**config.mk**
```make
export PLATFORM = sky130hd
export DESIGN_NAME = ctrl_pipeline
export DESIGN_NICKNAME = d
export VERILOG_FILES = /design/src/rtl/ctrl_pipeline.sv
export SDC_FILE = /design/constraint.sdc
export NUM_CORES = 1
export LEC_CHECK = 0
export BUFFER_PORTS_ARGS = -buffer_cell sky130_fd_sc_hd__clkbuf_2
export CAP_MARGIN = 40
export CORE_UTILIZATION = 35
export DETAILED_ROUTE_END_ITERATION = 10
export PLACE_DENSITY = 0.59
export SLEW_MARGIN = 20
export SYNTH_ARGS = -nofsm -noshare
export SYNTH_HDL_FRONTEND = slang
export SYNTH_SLANG_ARGS = --single-unit
```
**constraint.sdc**
```tcl
create_clock -name clk -period 2.1 [get_ports clk]
set_clock_uncertainty 0.1 [all_clocks]
set_input_delay 0.105 -clock clk [delete_from_list [all_inputs] [get_ports clk]]
set_output_delay 0.105 -clock clk [all_outputs]
set_load 0.02 [all_outputs]
```
**src/rtl/ctrl_pipeline.sv**
```systemverilog
// Control-path pipeline (ID/EX, EX/MEM, MEM/WB) with hazard detection, branch flush and forwarding.
// Define CTRL_PIPE_FWD_EN to enable operand forwarding; otherwise RAW hazards stall until the producer clears EX/MEM.
module ctrl_pipeline #(
    parameter int RADDR_W = 5
) (
    input  logic               clk,
    input  logic               rst,
    input  logic               id_valid,
    input  logic [4:0]         id_ex,
    input  logic [2:0]         id_m,
    input  logic [2:0]         id_wb,
    input  logic [RADDR_W-1:0] id_rd,
    input  logic [RADDR_W-1:0] id_rs1,
    input  logic [RADDR_W-1:0] id_rs2,
    input  logic               ex_zero,
    input  logic               mem_ack,
    output logic               ex_alu_src_b,
    output logic [3:0]         ex_alu_op,
    output logic               mem_req,
    output logic               mem_we,
    output logic               wb_reg_write,
    output logic [1:0]         wb_mem_to_reg,
    output logic [RADDR_W-1:0] wb_rd,
    output logic               stall,
    output logic               flush,
    output logic [1:0]         fwd_a,
    output logic [1:0]         fwd_b
);

    logic               idex_valid_q, idex_valid_d;
    logic [4:0]         idex_ex_q, idex_ex_d;
    logic [2:0]         idex_m_q, idex_m_d;
    logic [2:0]         idex_wb_q, idex_wb_d;
    logic [RADDR_W-1:0] idex_rd_q, idex_rd_d;
    logic               exmem_valid_q, exmem_valid_d;
    logic               exmem_we_q, exmem_we_d;
    logic [2:0]         exmem_wb_q, exmem_wb_d;
    logic [RADDR_W-1:0] exmem_rd_q, exmem_rd_d;
    logic               memwb_valid_q, memwb_valid_d;
    logic [2:0]         memwb_wb_q, memwb_wb_d;
    logic [RADDR_W-1:0] memwb_rd_q, memwb_rd_d;

    logic taken, hazard, mem_load, mem_busy;

    assign taken    = idex_valid_q & idex_m_q[2] & (idex_m_q[1] ? ex_zero : ~ex_zero);
    assign mem_load = (exmem_wb_q[1:0] == 2'b11);
    assign mem_req  = exmem_valid_q & (exmem_we_q | mem_load);
    assign mem_busy = mem_req & ~mem_ack;

`ifdef CTRL_PIPE_FWD_EN
    logic [RADDR_W-1:0] idex_rs1_q, idex_rs1_d;
    logic [RADDR_W-1:0] idex_rs2_q, idex_rs2_d;
    logic               ex_load, exmem_fwd_ok, memwb_fwd_ok;
    logic [RADDR_W-1:0] ex_rs [2];
    logic [1:0]         fwd_sel [2];

    assign ex_load = (idex_wb_q[1:0] == 2'b11);
    assign hazard  = idex_valid_q & ex_load & (idex_rd_q != '0)
                   & ((idex_rd_q == id_rs1) | (idex_rd_q == id_rs2)) & id_valid;

    // A load sitting in EX/MEM has no data yet; load_use already spaced it out to MEM/WB.
    assign exmem_fwd_ok = exmem_valid_q & exmem_wb_q[2] & ~mem_load & (exmem_rd_q != '0);
    assign memwb_fwd_ok = memwb_valid_q & memwb_wb_q[2] & (memwb_rd_q != '0);
    assign ex_rs[0] = idex_rs1_q;
    assign ex_rs[1] = idex_rs2_q;

    genvar gi;
    for (gi = 0; gi < 2; gi++) begin : g_fwd
        assign fwd_sel[gi] = (exmem_fwd_ok && exmem_rd_q == ex_rs[gi]) ? 2'b01 :
                             (memwb_fwd_ok && memwb_rd_q == ex_rs[gi]) ? 2'b10 : 2'b00;
    end
    assign fwd_a = fwd_sel[0];
    assign fwd_b = fwd_sel[1];

    always_comb begin
        idex_rs1_d = idex_rs1_q;
        idex_rs2_d = idex_rs2_q;
        if (!mem_busy) begin
            idex_rs1_d = (taken || hazard || !id_valid) ? '0 : id_rs1;
            idex_rs2_d = (taken || hazard || !id_valid) ? '0 : id_rs2;
        end
    end

    always_ff @(posedge clk or posedge rst) begin
        if (rst) begin
            idex_rs1_q <= '0;
            idex_rs2_q <= '0;
        end else begin
            idex_rs1_q <= idex_rs1_d;
            idex_rs2_q <= idex_rs2_d;
        end
    end
`else
    logic raw_idex, raw_exmem;

    // Without forwarding the consumer waits in ID until the producer has reached MEM/WB.
    assign raw_idex  = idex_valid_q & idex_wb_q[2] & (idex_rd_q != '0)
                     & ((idex_rd_q == id_rs1) | (idex_rd_q == id_rs2));
    assign raw_exmem = exmem_valid_q & exmem_wb_q[2] & (exmem_rd_q != '0)
                     & ((exmem_rd_q == id_rs1) | (exmem_rd_q == id_rs2));
    assign hazard    = id_valid & (raw_idex | raw_exmem);
    assign fwd_a     = 2'b00;
    assign fwd_b     = 2'b00;
`endif

    always_comb begin
        idex_valid_d  = idex_valid_q;
        idex_ex_d     = idex_ex_q;
        idex_m_d      = idex_m_q;
        idex_wb_d     = idex_wb_q;
        idex_rd_d     = idex_rd_q;
        exmem_valid_d = exmem_valid_q;
        exmem_we_d    = exmem_we_q;
        exmem_wb_d    = exmem_wb_q;
        exmem_rd_d    = exmem_rd_q;
        memwb_valid_d = memwb_valid_q;
        memwb_wb_d    = memwb_wb_q;
        memwb_rd_d    = memwb_rd_q;
        stall         = 1'b0;
        flush         = 1'b0;
        if (mem_busy) begin
            stall = 1'b1;
        end else begin
            exmem_valid_d = idex_valid_q;
            exmem_we_d    = idex_m_q[0];
            exmem_wb_d    = idex_wb_q;
            exmem_rd_d    = idex_rd_q;
            memwb_valid_d = exmem_valid_q;
            memwb_wb_d    = exmem_wb_q;
            memwb_rd_d    = exmem_rd_q;
            flush         = taken;
            stall         = ~taken & hazard;
            if (taken || hazard || !id_valid) begin
                idex_valid_d = 1'b0;
                idex_ex_d    = '0;
                idex_m_d     = '0;
                idex_wb_d    = '0;
                idex_rd_d    = '0;
            end else begin
                idex_valid_d = 1'b1;
                idex_ex_d    = id_ex;
                idex_m_d     = id_m;
                idex_wb_d    = id_wb;
                idex_rd_d    = id_rd;
            end
        end
    end

    always_ff @(posedge clk or posedge rst) begin
        if (rst) begin
            idex_valid_q  <= 1'b0;
            idex_ex_q     <= '0;
            idex_m_q      <= '0;
            idex_wb_q     <= '0;
            idex_rd_q     <= '0;
            exmem_valid_q <= 1'b0;
            exmem_we_q    <= 1'b0;
            exmem_wb_q    <= '0;
            exmem_rd_q    <= '0;
            memwb_valid_q <= 1'b0;
            memwb_wb_q    <= '0;
            memwb_rd_q    <= '0;
        end else begin
            idex_valid_q  <= idex_valid_d;
            idex_ex_q     <= idex_ex_d;
            idex_m_q      <= idex_m_d;
            idex_wb_q     <= idex_wb_d;
            idex_rd_q     <= idex_rd_d;
            exmem_valid_q <= exmem_valid_d;
            exmem_we_q    <= exmem_we_d;
            exmem_wb_q    <= exmem_wb_d;
            exmem_rd_q    <= exmem_rd_d;
            memwb_valid_q <= memwb_valid_d;
            memwb_wb_q    <= memwb_wb_d;
            memwb_rd_q    <= memwb_rd_d;
        end
    end

    assign ex_alu_src_b  = idex_valid_q & idex_ex_q[4];
    assign ex_alu_op     = idex_valid_q ? idex_ex_q[3:0] : 4'b0000;
    assign mem_we        = exmem_valid_q & exmem_we_q;
    assign wb_reg_write  = memwb_valid_q & memwb_wb_q[2];
    assign wb_mem_to_reg = memwb_valid_q ? memwb_wb_q[1:0] : 2'b00;
    assign wb_rd         = memwb_valid_q ? memwb_rd_q : '0;

endmodule

```
==> impl_metrics.py <==
metrics = {
    "routing": {
        "drt-pass1-iter-count": 4,
        "drt_wl_total_um": 4020,
        "first_iter_violations": 100,
        "drc": 0,
        "num_vias": 1479,
        "post_drt_wl_per_cell_um": 12.3,
        "antenna_left": 0,
        "viasPerCell": 4.54,
    },
    "logic_synthesis": {
        "synth-seq-cells": 36,
        "synth_top_area_cell": "dfrtp_1",
        "netlist_area_um2": 1780,
        "ys_types": 23,
        "ys_seq_area_share_pct": 50.6,
        "yosysTopAreaCellShare_pct": 50.6,
        "yosys-top-cells-area": "dfrtp_1, nand2_1, xnor2_1",
        "avgSynthCellArea_um2": 9.88,
        "yosysWarnings": 0,
        "synth_cells": 180,
    },
    "outcome": {
        "status": "finished, final reports clean",
    },
    "sta": {
        "whs_ns": 0.0729,
        "tightest_slew_ns": 0.558,
        "fin_ws_ns": 0.0629,
        "min_period_ns": 2.04,
        "relSlewSlack_pct": 62.7,
        "setup_violations": 0,
        "max_freq_mhz": 491,
        "fin_crit_sh_pct": 97.0,
        "finalHoldViolations": 0,
        "final_max_slew_viol_count": 0,
        "rsz0062_at_grt": "yes",
    },
    "power_and_ir_drop": {
        "power_switching_uw": 542,
        "clockPowerShare_pct": 25.6,
        "p_total_mw": 1.78,
        "p_leak_nw": 1.21,
        "intPower_mw": 1.24,
        "switching_share_pct": 30.4,
        "ir_worst_vdd_mv": 0.387,
        "combinationalPowerShare_pct": 26.4,
        "seqPwrFrac_pct": 48.0,
        "powerDensity_nw_per_um2": 728,
    },
    "place": {
        "place_ws_ns": 0.104,
        "io_buffers": 47,
        "dp_cells": 295,
        "gp_congestion": 0.756,
        "post-dp-hpwl_um": 2710,
    },
    "critical_path": {
        "crit_slowest_cell": "dfrtp_2",
        "crit_type": "flip-flop to output pin",
        "max_stage_delay_ns": 0.41,
        "path_delay_family": "compound AO/OA/AOI/OAI gates",
        "start_kind": "flip-flop",
        "cp-end-kind": "output pin",
        "crit_buf_inv": 1,
        "crit_fanout": 3,
        "cp.arrival_ns": 1.83,
        "required_ns": 1.89,
        "worstPathCellList": "or3_1, o311a_1, a22oi_4, o21ai_2, clkbuf_8",
    },
    "global_route": {
        "grt_max_degree": 37,
        "antenna_found_initial": 0,
        "grt_pass1_wl_um": 6800,
        "grt_usage_pct": 16.9,
        "grt_pass1_vias": 1473,
        "grt_overflow_total": 0,
    },
    "hold_path": {
        "hold_path.class": "input pin to flip-flop",
    },
    "finish": {
        "final_common_cell": "nand2_1",
        "area_delta_synth_final_pct": 37.6,
        "n_fill_cell": 486,
        "seq_area_um2": 907,
        "multi_input_area_um2": 826,
        "stdcell_count": 326,
        "utilization_pct": 50.8,
        "final_nets": 290,
        "diodes": 0,
        "final_layout_size_suffix_gt1_share_pct": 30.5,
        "final_cell_mix": "nand2_1, clkbuf_2, dfrtp_1, xnor2_1, dlygate4sd3_1",
    },
    "clock_network": {
        "cts-root-buf": "clkbuf_8",
        "cts.clk_slew.worst_paths_ns": 0.07,
        "clockBufferDepth": 2,
        "htreeDepth": 2,
        "numCtsBuffers": 5,
        "worstSkewPairLatency_ns": 0.28,
        "cts_tree": "built",
        "clock-sinks": 36,
    },
    "run": {
        "maxCapViolCount": 0,
    },
    "die": {
        "initial_core_util_pct": 36.9,
        "ios": 52,
        "coreArea_um2": 4820,
        "rows": 25,
        "die_w_um": 73.3,
        "die_h_um": 73.3,
        "dieArea_um2": 5370,
    },
}
==> state kept, by name (all words and copies together) (netlist names), 3 cells and up <==
name	count
exmem_rd_q	5
exmem_wb_q	3
memwb_rd_q	5
idex_ex_q	5
idex_wb_q	3
idex_m_q	3
memwb_wb_q	3
idex_rd_q	5
==> logic make-up (layout without fill, tap and decap cells) <==
family | Yosys count | in the layout | synth area share [%]
AOI/OAI and AO/OA | 28 | 28 | 14.3
xor gates and xnor gates | 21 | 21 | 10.3
buffers and inverters | 14 | 90 | 4.29
DFF | 36 | 36 | 50.6
other | 1 | 4 | 0.211
and+or+nand+nor | 80 | 80 | 20.2
==> worst register-to-register path, cell delays in order (launching register included) <==
cell,delay [ns]
dfrtp_2,0.41
buf_4,0.15
xnor2_1,0.15
nand3_1,0.08
o22ai_1,0.28
a22oi_4,0.10
buf_4,0.17
buf_4,0.15
a32o_1,0.24
==> power by group through the flow <==
| stage | combinational (mW) | sequential [mW] | clock (mW) |
|---|---|---|---|
| 2_1_floorplan | 0.287 | 0.854 | 0 |
| 3_3_place_gp | 0.404 | 0.872 | 0 |
| 3_5_place_dp | 0.413 | 0.875 | 0 |
| 4_1_cts | 0.453 | 0.861 | 0.471 |
| 5_1_grt | 0.523 | 0.870 | 0.507 |
| 6_report | 0.470 | 0.856 | 0.457 |
==> synth_stat cells, drive strengths merged <==
| library cell | n |
|---|---|
| a22oi | 1 |
| nand2 | 51 |
| a22o | 1 |
| clkbuf | 6 |
| a21oi | 2 |
| nand2b | 2 |
| or3 | 2 |
| dfrtp | 36 |
| conb | 1 |
| xnor2 | 21 |
| buf | 6 |
| o21ai | 3 |
| inv | 2 |
| nand3 | 5 |
| nor2 | 3 |
| nor2b | 3 |
| o21a | 1 |
| o22ai | 2 |
| o311a | 2 |
| a32o | 16 |
| and2 | 14 |
==> worst paths after layout <==
path | from | end | slack [ns] | depth (start not counted)
max | idex_rd_q[0] | stall | 0.06 | 5
min | mem_ack | exmem_we_q | 0.07 | 4
max reg2reg | idex_rd_q[0] | idex_wb_q[0] | 0.15 | 8
min reg2reg | memwb_rd_q[3] | memwb_rd_q[3] | 0.36 | 2
max in group asynchronous | rst | idex_rd_q[1] | 1.20 | 4
min in group asynchronous | rst | idex_ex_q[0] | 0.35 | 4
==> final cells by class <==
cell class | instances | area share (%)
inverters | 2 | 0.307
repair buffers | 81 | 22.3
clock buffers | 6 | 2.97
multi-input cells | 133 | 33.7
clock inverters | 1 | 0.204
flip-flops and latches | 36 | 37.1
well taps | 67 | 3.43
==> through the flow <==
step	setup TNS, ns	cell area, µm²
6_report	0	2450
2_1_floorplan	0	1790
3_5_place_dp	0	2120
4_1_cts	0	2410
5_1_grt	-0.00395	2450
3_3_place_gp	0	2110
==> metal layers <==
metal / global-route usage [%] / share of wire (%) / vias up
li1: - / - / 760
met1: 22.0 / 47 / 675
met2: 26.3 / 47 / 39
met3: 4.94 / 4.6 / 5
met4: 6.84 / 1.6 / 0
met5: 0 / 0 / -
==> what timing repair did <==
item | in CTS | in global routing
buffers inserted | 3 | 4
resized for setup | 7 | 3
hold buffers | 17 | 0
endpoints found under the setup margin | 1 | 1
hold endpoints to repair | 52 | 0
gates cloned | 0 | 0
pin swaps | 4 | 1
(Power assumes the default switching activity.)
